<file path="config.mk">
export PLATFORM = sky130hd
export DESIGN_NAME = skid_pipeline
export DESIGN_NICKNAME = d
export VERILOG_FILES = /design/src/rtl/skid_pipe_pkg.sv /design/src/rtl/skid_pipeline_stage.sv /design/src/rtl/skid_pipeline.sv
export SDC_FILE = /design/constraint.sdc
export NUM_CORES = 1
export LEC_CHECK = 0
export CAP_MARGIN = 20
export CORE_AREA = 2 2 187 116
export DETAILED_ROUTE_END_ITERATION = 16
export DIE_AREA = 0 0 189 118
export GPL_TIMING_DRIVEN = 0
export PLACE_DENSITY_LB_ADDON = 0.1
export SYNTH_ARGS = -nofsm -noshare
export SYNTH_HDL_FRONTEND = slang
export SYNTH_SLANG_ARGS = --single-unit
export TNS_END_PERCENT = 5
</file>
<file path="constraint.sdc">
create_clock -name clk -period 1.6 [get_ports clk]
set_input_delay 0.32 -clock clk [delete_from_list [all_inputs] [get_ports clk]]
set_output_delay 0.32 -clock clk [all_outputs]
set_load 0.02 [all_outputs]
</file>
<file path="src/rtl/skid_pipe_pkg.sv">
// Shared types and helpers for skid_pipeline and its stages.
package skid_pipe_pkg;

  typedef enum logic [1:0] {ST_EMPTY, ST_BUSY, ST_FULL} skid_state_t;

  function automatic int unsigned cnt_width(input int unsigned stages);
    return $clog2(2 * stages + 1);
  endfunction

endpackage

</file>
<file path="src/rtl/skid_pipeline_stage.sv">
// One two-entry skid stage: main/skid registers, registered valid and ready.
// Optional SKID_PIPE_FLUSH_EN adds a synchronous clear input.
module skid_stage
  import skid_pipe_pkg::*;
#(
  parameter int unsigned DATA_WIDTH = 32
) (
  input  logic                  clk,
  input  logic                  rst_n,
`ifdef SKID_PIPE_FLUSH_EN
  input  logic                  i_flush,
`endif
  input  logic                  i_valid,
  output logic                  o_ready,
  input  logic [DATA_WIDTH-1:0] i_data,
  output logic                  o_valid,
  input  logic                  i_ready,
  output logic [DATA_WIDTH-1:0] o_data
);

  skid_state_t           r_state;
  skid_state_t           w_state_d;
  logic                  r_valid;
  logic                  r_ready;
  logic [DATA_WIDTH-1:0] r_main;
  logic [DATA_WIDTH-1:0] r_skid;
  logic                  w_push;
  logic                  w_pop;
  logic                  w_clr;

`ifdef SKID_PIPE_FLUSH_EN
  assign w_clr = i_flush;
`else
  assign w_clr = 1'b0;
`endif

  assign w_push = i_valid & r_ready & ~w_clr;
  assign w_pop  = r_valid & i_ready & ~w_clr;

  always_comb begin
    w_state_d = r_state;
    if (w_clr) begin
      w_state_d = ST_EMPTY;
    end else begin
      unique case (r_state)
        ST_EMPTY: if (w_push) w_state_d = ST_BUSY;
        ST_BUSY: begin
          if (w_push && !w_pop)      w_state_d = ST_FULL;
          else if (w_pop && !w_push) w_state_d = ST_EMPTY;
        end
        ST_FULL: if (w_pop) w_state_d = ST_BUSY;
        default: w_state_d = ST_EMPTY;
      endcase
    end
  end

  // valid/ready are registered from the next state so neither path is combinational.
  always_ff @(posedge clk or negedge rst_n) begin
    if (!rst_n) begin
      r_state <= ST_EMPTY;
      r_valid <= 1'b0;
      r_ready <= 1'b1;
      r_main  <= '0;
      r_skid  <= '0;
    end else begin
      r_state <= w_state_d;
      r_valid <= (w_state_d != ST_EMPTY);
      r_ready <= (w_state_d != ST_FULL);
      case (r_state)
        ST_EMPTY: if (w_push) r_main <= i_data;
        ST_BUSY: begin
          if (w_push && w_pop) r_main <= i_data;
          else if (w_push)     r_skid <= i_data;
        end
        ST_FULL: if (w_pop) r_main <= r_skid;
        default: ;
      endcase
    end
  end

  assign o_ready = r_ready;
  assign o_valid = r_valid;
  assign o_data  = r_main;

endmodule

</file>
<file path="src/rtl/skid_pipeline.sv">
// Cascade of STAGES skid stages with a registered beat-occupancy counter.
// Optional SKID_PIPE_FLUSH_EN adds a flush input that empties every stage.
module skid_pipeline
  import skid_pipe_pkg::*;
#(
  parameter int unsigned DATA_WIDTH = 32,
  parameter int unsigned STAGES     = 2
) (
  input  logic                          clk,
  input  logic                          rst_n,
`ifdef SKID_PIPE_FLUSH_EN
  input  logic                          flush,
`endif
  input  logic                          in_valid,
  output logic                          in_ready,
  input  logic [DATA_WIDTH-1:0]         in_data,
  output logic                          out_valid,
  input  logic                          out_ready,
  output logic [DATA_WIDTH-1:0]         out_data,
  output logic [cnt_width(STAGES)-1:0]  occupancy
);

  localparam int unsigned CntW = cnt_width(STAGES);

  logic [STAGES:0]       w_valid;
  logic [STAGES:0]       w_ready;
  logic [DATA_WIDTH-1:0] w_data [STAGES+1];
  logic                  w_acc;
  logic                  w_emit;
  logic                  w_clr;
  logic [CntW-1:0]       r_occ;

`ifdef SKID_PIPE_FLUSH_EN
  assign w_clr = flush;
`else
  assign w_clr = 1'b0;
`endif

  assign w_valid[0]      = in_valid;
  assign w_data[0]       = in_data;
  assign w_ready[STAGES] = out_ready;

  for (genvar gi = 0; gi < STAGES; gi++) begin : g_stage
    skid_stage #(
      .DATA_WIDTH(DATA_WIDTH)
    ) u_stage (
      .clk     (clk),
      .rst_n   (rst_n),
`ifdef SKID_PIPE_FLUSH_EN
      .i_flush (flush),
`endif
      .i_valid (w_valid[gi]),
      .o_ready (w_ready[gi]),
      .i_data  (w_data[gi]),
      .o_valid (w_valid[gi+1]),
      .i_ready (w_ready[gi+1]),
      .o_data  (w_data[gi+1])
    );
  end

  // Flush masks the handshakes in the same cycle it is asserted.
  assign in_ready  = w_ready[0] & ~w_clr;
  assign out_valid = w_valid[STAGES] & ~w_clr;
  assign out_data  = w_data[STAGES];

  assign w_acc  = in_valid & in_ready;
  assign w_emit = out_valid & out_ready;

  always_ff @(posedge clk or negedge rst_n) begin
    if (!rst_n) begin
      r_occ <= '0;
    end else if (w_clr) begin
      r_occ <= '0;
    end else begin
      r_occ <= r_occ + CntW'(w_acc) - CntW'(w_emit);
    end
  end

  assign occupancy = r_occ;

endmodule
</file>
==> results of run 1 <==
==> flip-flops by register name, summed over array words and instances, names as in the netlist <==
signal,flops
g_stage.u_stage.o_data,64
g_stage.u_stage.r_skid,64
g_stage.u_stage.o_ready,2
g_stage.u_stage.r_state,4
g_stage.u_stage.o_valid,2
occupancy,3
==> power by group through the flow <==
| stage | combinational [W] | clock (W) | sequential, W |
|---|---|---|---|
| after floorplan | 0.00440 | 0 | 0.00675 |
| after global placement | 0.00694 | 0 | 0.00636 |
| after detailed placement | 0.00706 | 0 | 0.00647 |
| after CTS | 0.00801 | 0.00455 | 0.00639 |
| after global routing | 0.00876 | 0.00471 | 0.00663 |
| final | 0.00808 | 0.00442 | 0.00637 |
==> kinds of logic (layout without fill, tap and decap cells) <==
group | after synthesis | count (layout)
xor gates and xnor gates | 2 | 2
DFF | 139 | 139
buffers and inverters | 22 | 151
and+or+nand+nor | 19 | 19
adders and majority gates | 2 | 2
muxes | 192 | 192
AOI/OAI and AO/OA | 16 | 16
==> stage by stage <==
step | instance area (um^2) | TNS [ns]
after floorplan | 6110 | -0.820
after global placement | 7180 | -821.76
after detailed placement | 7210 | -58.38
after CTS | 8220 | -7.98
after global routing | 8340 | -13.75
final | 8340 | -7.42
==> worst paths after layout <==
check	end	slack (ns)
worst max-delay path	g_stage[0].u_stage.o_data[5]	-0.16
worst min-delay path	g_stage[1].u_stage.o_data[24]	0.46
worst max register to register	g_stage[0].u_stage.o_data[5]	-0.16
worst min register to register	occupancy[2]	0.46
max in group asynchronous	g_stage[1].u_stage.o_ready	0.31
min in group clk	occupancy[2]	0.46
==> synthesized netlist by cell type, drive strengths merged <==
master | n | area share [%]
buf | 20 | 2.4
inv | 2 | 0.12
a22o | 1 | 0.14
o21ai | 4 | 0.39
xor2 | 1 | 0.14
and2 | 1 | 0.10
a2bb2oi | 1 | 0.43
ha | 1 | 0.21
a21oi | 2 | 0.16
nor2 | 2 | 0.12
nand2b | 2 | 0.21
dfstp | 2 | 0.86
nand3 | 7 | 0.66
nor3 | 1 | 0.082
mux2 | 192 | 35
a21boi | 2 | 0.25
o22ai | 1 | 0.10
a21o | 1 | 0.12
xnor2 | 1 | 0.14
fa | 1 | 0.33
o21a | 3 | 0.49
nand2 | 6 | 0.41
dfrtp | 137 | 56
a31oi | 1 | 0.35
==> cell type report <==
cell class,instances,area (um^2)
fill,1912,12200
inverter,2,7.51
multi-input combinational,231,2570
clock buffer,20,467
tap,279,349
timing repair buffer,98,1010
clock inverter,11,190
sequential,139,3490
buffer,20,256
==> worst max-delay path, delay by kind of cell (launching register included) <==
| kind | cells | cell delay [ns] |
|---|---|---|
| AO/OA/AOI/OAI | 2 | 0.36 |
| multiplexers | 1 | 0.29 |
| buffers and inverters | 2 | 0.30 |
| AND/OR/NAND/NOR | 1 | 0.10 |
| flip-flops | 1 | 0.56 |
==> placed cells by master, fill, tap and decap left out, types with 3 or more instances in the layout <==
cell and instances:
dfrtp_2 4, clkdlybuf4s50_1 33, buf_12 7, clkbuf_16 18, nand3_1 4, buf_4 21
clkbuf_8 3, dlygate4sd2_1 37, dfrtp_1 133, mux2_4 5, mux2_2 186, clkinv_2 3
o21ai_0 3, buf_16 4, bufinv_16 5, buf_6 12
==> routing by layer <==
| layer | share of wire (%) | wire length [um] |
|---|---|---|
| met5 | 0 | 0 |
| met4 | 1.1 | 157 |
| met3 | 2.8 | 380 |
| met2 | 45 | 6190 |
| met1 | 51 | 7050 |
==> repair_timing <==
item                                   CTS  global route
endpoints found under the hold margin   67             0
resized for setup                       85             9
pin swaps                                3             4
setup buffers                           14             7
setup endpoints to repair              163           127
hold buffers                             1             0
cloned                                   3             1
==> summary.md, run 1 <==
| Metric | Value |
|---|---|
| Total GRT Usage | `13.5%` |
| Slowest stage delay, CP | `0.56 ns` |
| Vias | `3,550` |
| Die area | `22,300 um^2` |
| Routed WL | `13.8 mm` |
| Number of distinct library cells after synthesis | `31` |
| H-Tree Depth | `4` |
| Number of global-route vias before repair | `4,110` |
| Clk slew on worst S/H paths | `0.06 ns` |
| Chip width | `189 um` |
| Hold WS | `0.462 ns` |
| Post-route clock period utilization | `110%` |
| Clock Power Share | `23.4%` |
| Pre-CTS WS | `-0.719 ns` |
| Finished Layout Cells | `800` |
| Per-cell routed wire length | `17.2 um` |
| Yosys synthesis warning count | `0` |
| Via density per instance | `4.44` |
| First drt pass iteration count | `4` |
| Launching point of the worst reg2reg path | `g_stage[0].u_stage.o_ready` |
| Nets | `547` |
| Crit-path slowest cell | `dfstp_2` |
| Initial Util | `29.6%` |
| Post-synthesis compound-gate area fraction | `2.44%` |
| Synth Area per Inst | `15.5 um^2` |
| Detailed Route Iter0 Violations | `93` |
| Post-layout power | `0.0189 W` |
| Synth Area in Simple Gates | `1.58%` |
| Final hold violations | `0` |
| Post-Route Utilization | `40.5%` |
| Comb pwr share | `42.8%` |
| Area delta synth->final | `36.8%` |
| Post-synthesis register bit count | `139` |
| Initial antenna violation count | `0` |
| Pwr Density | `2260 nW/um^2` |
| Skew-Pair Late Insertion Delay | `0.41 ns` |
| Synthesized area | `6090 um^2` |
| Internal | `0.0131 W` |
| Proportion of layout cells with a drive suffix above 1 | `55.9%` |
| CTS Buffer Depth | `2` |
| Largest family of logic cells by synthesized area | `multiplexers` |
| Crit path kind | `register to register` |
| TritonCTS clock tree | `built` |
| Sw Share | `30.8%` |
| Register area share after synthesis | `57.1%` |
| Dpl cells | `744` |
| Gr busiest metal | `met2` |
| Outcome | `finished with violations` |
| HP Class | `input pin to async pin` |
| CP Launch Point | `g_stage[0].u_stage.o_ready` |
| Num rows | `41` |
| Relative slew slack | `56.6%` |
| Clock skew | `0.00768 ns` |
| Adder-cell area share of the yosys netlist | `0.534%` |
| RSZ-0062 raised after global routing | `true` |
| F_max | `570 MHz` |
| Met2 GRT Util | `20.4%` |
| Clock sinks | `139` |
| Clock root buffer | `clkbuf_16` |
| Least-Margin Pin Slew | `0.651 ns` |
| Global-route wire length before repair | `23.1 mm` |
| Post-route DRC | `0` |
| Xor and xnor fraction of the mapped netlist area | `0.287%` |
| Seq pwr share | `33.8%` |
| Switching power | `0.00582 W` |
| Critical Path RT | `1.89 ns` |
| CP dominant cell by count | `buf_12` |
| Remaining antenna violation count | `0` |
| Met3 usage | `2.86%` |
| Fin. max-slew vios | `0` |
| GRT met1 Usage | `19.0%` |
| Peak VDD IR | `0.835 mV` |
| Multiplexer area fraction after synthesis | `35.5%` |
| Die H | `118 um` |
| Global route overflow | `0` |
| Final min period | `1.76 ns` |
| Crit path capture type | `register` |
| Finish-stage setup viols | `93` |
| Dpl hpwl | `8.59 mm` |
| Crit start category | `register` |
| CP max FO | `10` |
| CTS Buf Count | `17` |
| Crit-path cells | `nand2_4 > o21a_4 > a2bb2oi_4 > buf_12 > buf_12 > mux2_4` |
| Crit path DAT | `2.05 ns` |
| Slack of the critical path | `-0.155 ns` |
| Net count after synthesis | `430` |
| PortBufs | `72` |
| Max_cap viols | `0` |
| Largest net degree at the start of global routing | `73` |
| FF-to-FF path depth | `6` |
| Gpl congestion | `0.684` |
| Lkg Pwr | `3.60 nW` |
| I/O pin cnt | `73` |
| Total inserted antenna cells | `0` |
| Core ar. | `20,600 um^2` |
| Mapped Cells | `392` |
| Failing checks | `setup timing` |
(Power assumes the default switching activity.)
==> run 2, diff against run 1 <==
CORE_AREA = 2 2 124 174   (was 2 2 187 116)
DIE_AREA = 0 0 126 176   (was 0 0 189 118)
==> summary.md, run 2 (synthesis results as in run 1) <==
| Metric | Value |
|---|---|
| Outcome | `finished with violations (unchanged)` |
| Failing checks | `setup timing (unchanged)` |
| Hold WS | `0.427 ns (was 0.462 ns)` |
| Final min period | `1.73 ns (was 1.76 ns)` |
| Total inserted antenna cells | `0 (unchanged)` |
| Clk slew on worst S/H paths | `0.06 ns (about the same)` |
| Remaining antenna violation count | `0 (unchanged)` |
| First drt pass iteration count | `4 (unchanged)` |
| Largest net degree at the start of global routing | `91 (was 73)` |
| Setup crit end | `g_stage[0].u_stage.o_data[28] (was g_stage[0].u_stage.o_data[5])` |
| Setup TNS | `-5.66 ns (was -7.42 ns)` |
| Die H | `176 um (was 118 um)` |
| Peak VDD IR | `0.734 mV (was 0.835 mV)` |
| Vias | `3,539 (was 3,550)` |
| Number of global-route vias before repair | `3,906 (was 4,110)` |
| Crit path kind | `register to register (unchanged)` |
| Area delta synth->final | `35.7% (was 36.8%)` |
| Dpl hpwl | `8.46 mm (was 8.59 mm)` |
| Total GRT Usage | `12.5% (was 13.5%)` |
| HP Class | `input pin to async pin (unchanged)` |
| # fillers | `1,954 (was 1,912)` |
| Slack of the critical path | `-0.130 ns (was -0.155 ns)` |
| Finish-stage setup viols | `77 (was 93)` |
| Final hold violations | `0 (unchanged)` |
| Initial antenna violation count | `0 (unchanged)` |
| Crit path DAT | `2.03 ns (was 2.05 ns)` |
| PortBufs | `72 (unchanged)` |
| Fin. max-slew vios | `0 (unchanged)` |
| Flop-to-flop setup slack | `-0.13 ns (was -0.16 ns)` |
| RSZ-0062 raised after global routing | `true (unchanged)` |
| RR Endpoint | `g_stage[0].u_stage.o_data[28] (was g_stage[0].u_stage.o_data[5])` |
| Global route overflow | `0 (unchanged)` |
| Pre-CTS WS | `-0.702 ns (was -0.719 ns)` |
| Chip width | `126 um (was 189 um)` |
| Routed WL | `13.4 mm (was 13.8 mm)` |
| CP max FO | `6 (was 10)` |
| Clock sinks | `139 (unchanged)` |
| CTS Buf Count | `17 (unchanged)` |
| Gpl congestion | `0.710 (was 0.684)` |
| H-Tree Depth | `4 (unchanged)` |
| Initial Util | `29.8% (was 29.6%)` |
| Per-cell routed wire length | `17.2 um (about the same)` |
| Core ar. | `20,500 um^2 (was 20,600 um^2)` |
| Launching point of the worst reg2reg path | `g_stage[0].u_stage.o_ready (unchanged)` |
| Die area | `22,200 um^2 (was 22,300 um^2)` |
| Least-Margin Pin Slew | `0.496 ns (was 0.651 ns)` |
| Skew-Pair Late Insertion Delay | `0.42 ns (was 0.41 ns)` |
| Global-route wire length before repair | `21.2 mm (was 23.1 mm)` |
| F_max | `578 MHz (was 570 MHz)` |
| Crit path capture type | `register (unchanged)` |
| FF-to-FF path depth | `6 (unchanged)` |
| Proportion of layout cells with a drive suffix above 1 | `56.3% (was 55.9%)` |
| Lkg Pwr | `3.64 nW (was 3.60 nW)` |
| Post-layout power | `0.0185 W (was 0.0189 W)` |
| Detailed Route Iter0 Violations | `114 (was 93)` |
| Critical Path RT | `1.90 ns (was 1.89 ns)` |
| Clock skew | `0.0112 ns (was 0.00768 ns)` |
| CTS Buffer Depth | `2 (unchanged)` |
| Pwr Density | `2240 nW/um^2 (was 2260 nW/um^2)` |
| Via density per instance | `4.53 (was 4.44)` |
| Clock root buffer | `clkbuf_16 (unchanged)` |
| Max_cap viols | `0 (unchanged)` |
| Post-route clock period utilization | `108% (was 110%)` |
| CP Launch Point | `g_stage[0].u_stage.o_ready (unchanged)` |
| Crit start category | `register (unchanged)` |
| Nets | `552 (was 547)` |
| Most frequent cells in the layout | `166 x mux2_2, 133 x dfrtp_1, 37 x dlygate4sd2_1 (was 186 x mux2_2, 133 x dfrtp_1, 37 x dlygate4sd2_1)` |
| Num rows | `62 (was 41)` |
| Most common cell after layout, fill and taps aside | `mux2_2 (unchanged)` |
| Dpl cell area | `7180 um^2 (was 7210 um^2)` |
| Relative slew slack | `66.9% (was 56.6%)` |
| I/O pin cnt | `73 (unchanged)` |
| TritonCTS clock tree | `built (unchanged)` |
| Post-route DRC | `0 (unchanged)` |
| Final Cell Area | `8270 um^2 (was 8340 um^2)` |
run 2: metrics by stage:
step                util [%]  instances
detailed placement      35.1        721
global placement        34.9        720
finish                  40.4        782
floorplan                  -        392
global route            40.4        782
CTS                     38.7        765
run 2: how the worst min path moves through the flow:
| stage | start | to | depth (start not counted) |
|---|---|---|---|
| 6_report | rst_n | g_stage[1].u_stage.o_data[5] | 2 |
| 4_1_cts | out_ready | g_stage[1].u_stage.r_state[0] | 3 |
| 3_5_place_dp | rst_n | g_stage[1].u_stage.o_data[5] | 1 |
| 5_1_grt | rst_n | g_stage[1].u_stage.o_data[5] | 2 |
| 3_3_place_gp | occupancy[2] | occupancy[2] | 1 |
| 2_1_floorplan | rst_n | g_stage[0].u_stage.o_data[0] | 0 |
run 2: repair_timing:
action                                  4_1_cts  5_1_grt
setup buffers                                12       15
resized for setup                            65       49
endpoints found under the hold margin        47        0
hold buffers                                  1        0
endpoints found under the setup margin      163      128
gates cloned                                  1        2
pin swaps                                     5        6
run 2: worst max-delay path: stages, from the launching register on:
cell	delay, ns
dfstp_2	0.56
nand2_4	0.10
o21a_4	0.22
a2bb2oi_4	0.14
buf_12	0.14
clkbuf_16	0.16
mux2_4	0.29
run 2: power by group:
part           switching (W)  internal (W)  leakage, nW  total (W)
sequential          0.000993       0.00539         1.64    0.00638
combinational        0.00326       0.00500         1.72    0.00826
clock                0.00150       0.00235        0.276    0.00385
total                0.00575        0.0127         3.64     0.0185
run 2: metal layers:
layer | track usage (%) | part of all wire (%)
met4 | 4.49 | 1.3
met1 | 14.8 | 44
met5 | 0 | 0
met2 | 21.2 | 51
met3 | 4.00 | 4.0
run 2: layout make-up:
cell class | instances | area [um^2] | share of cell area (%)
buffer | 19 | 225 | 2.72
tap | 256 | 320 | 3.87
inverter | 2 | 7.51 | 0.0908
clock inverter | 12 | 124 | 1.50
clock buffer | 19 | 453 | 5.48
timing repair buffer | 104 | 1030 | 12.4
sequential | 139 | 3490 | 42.1
multi-input combinational | 231 | 2630 | 31.8
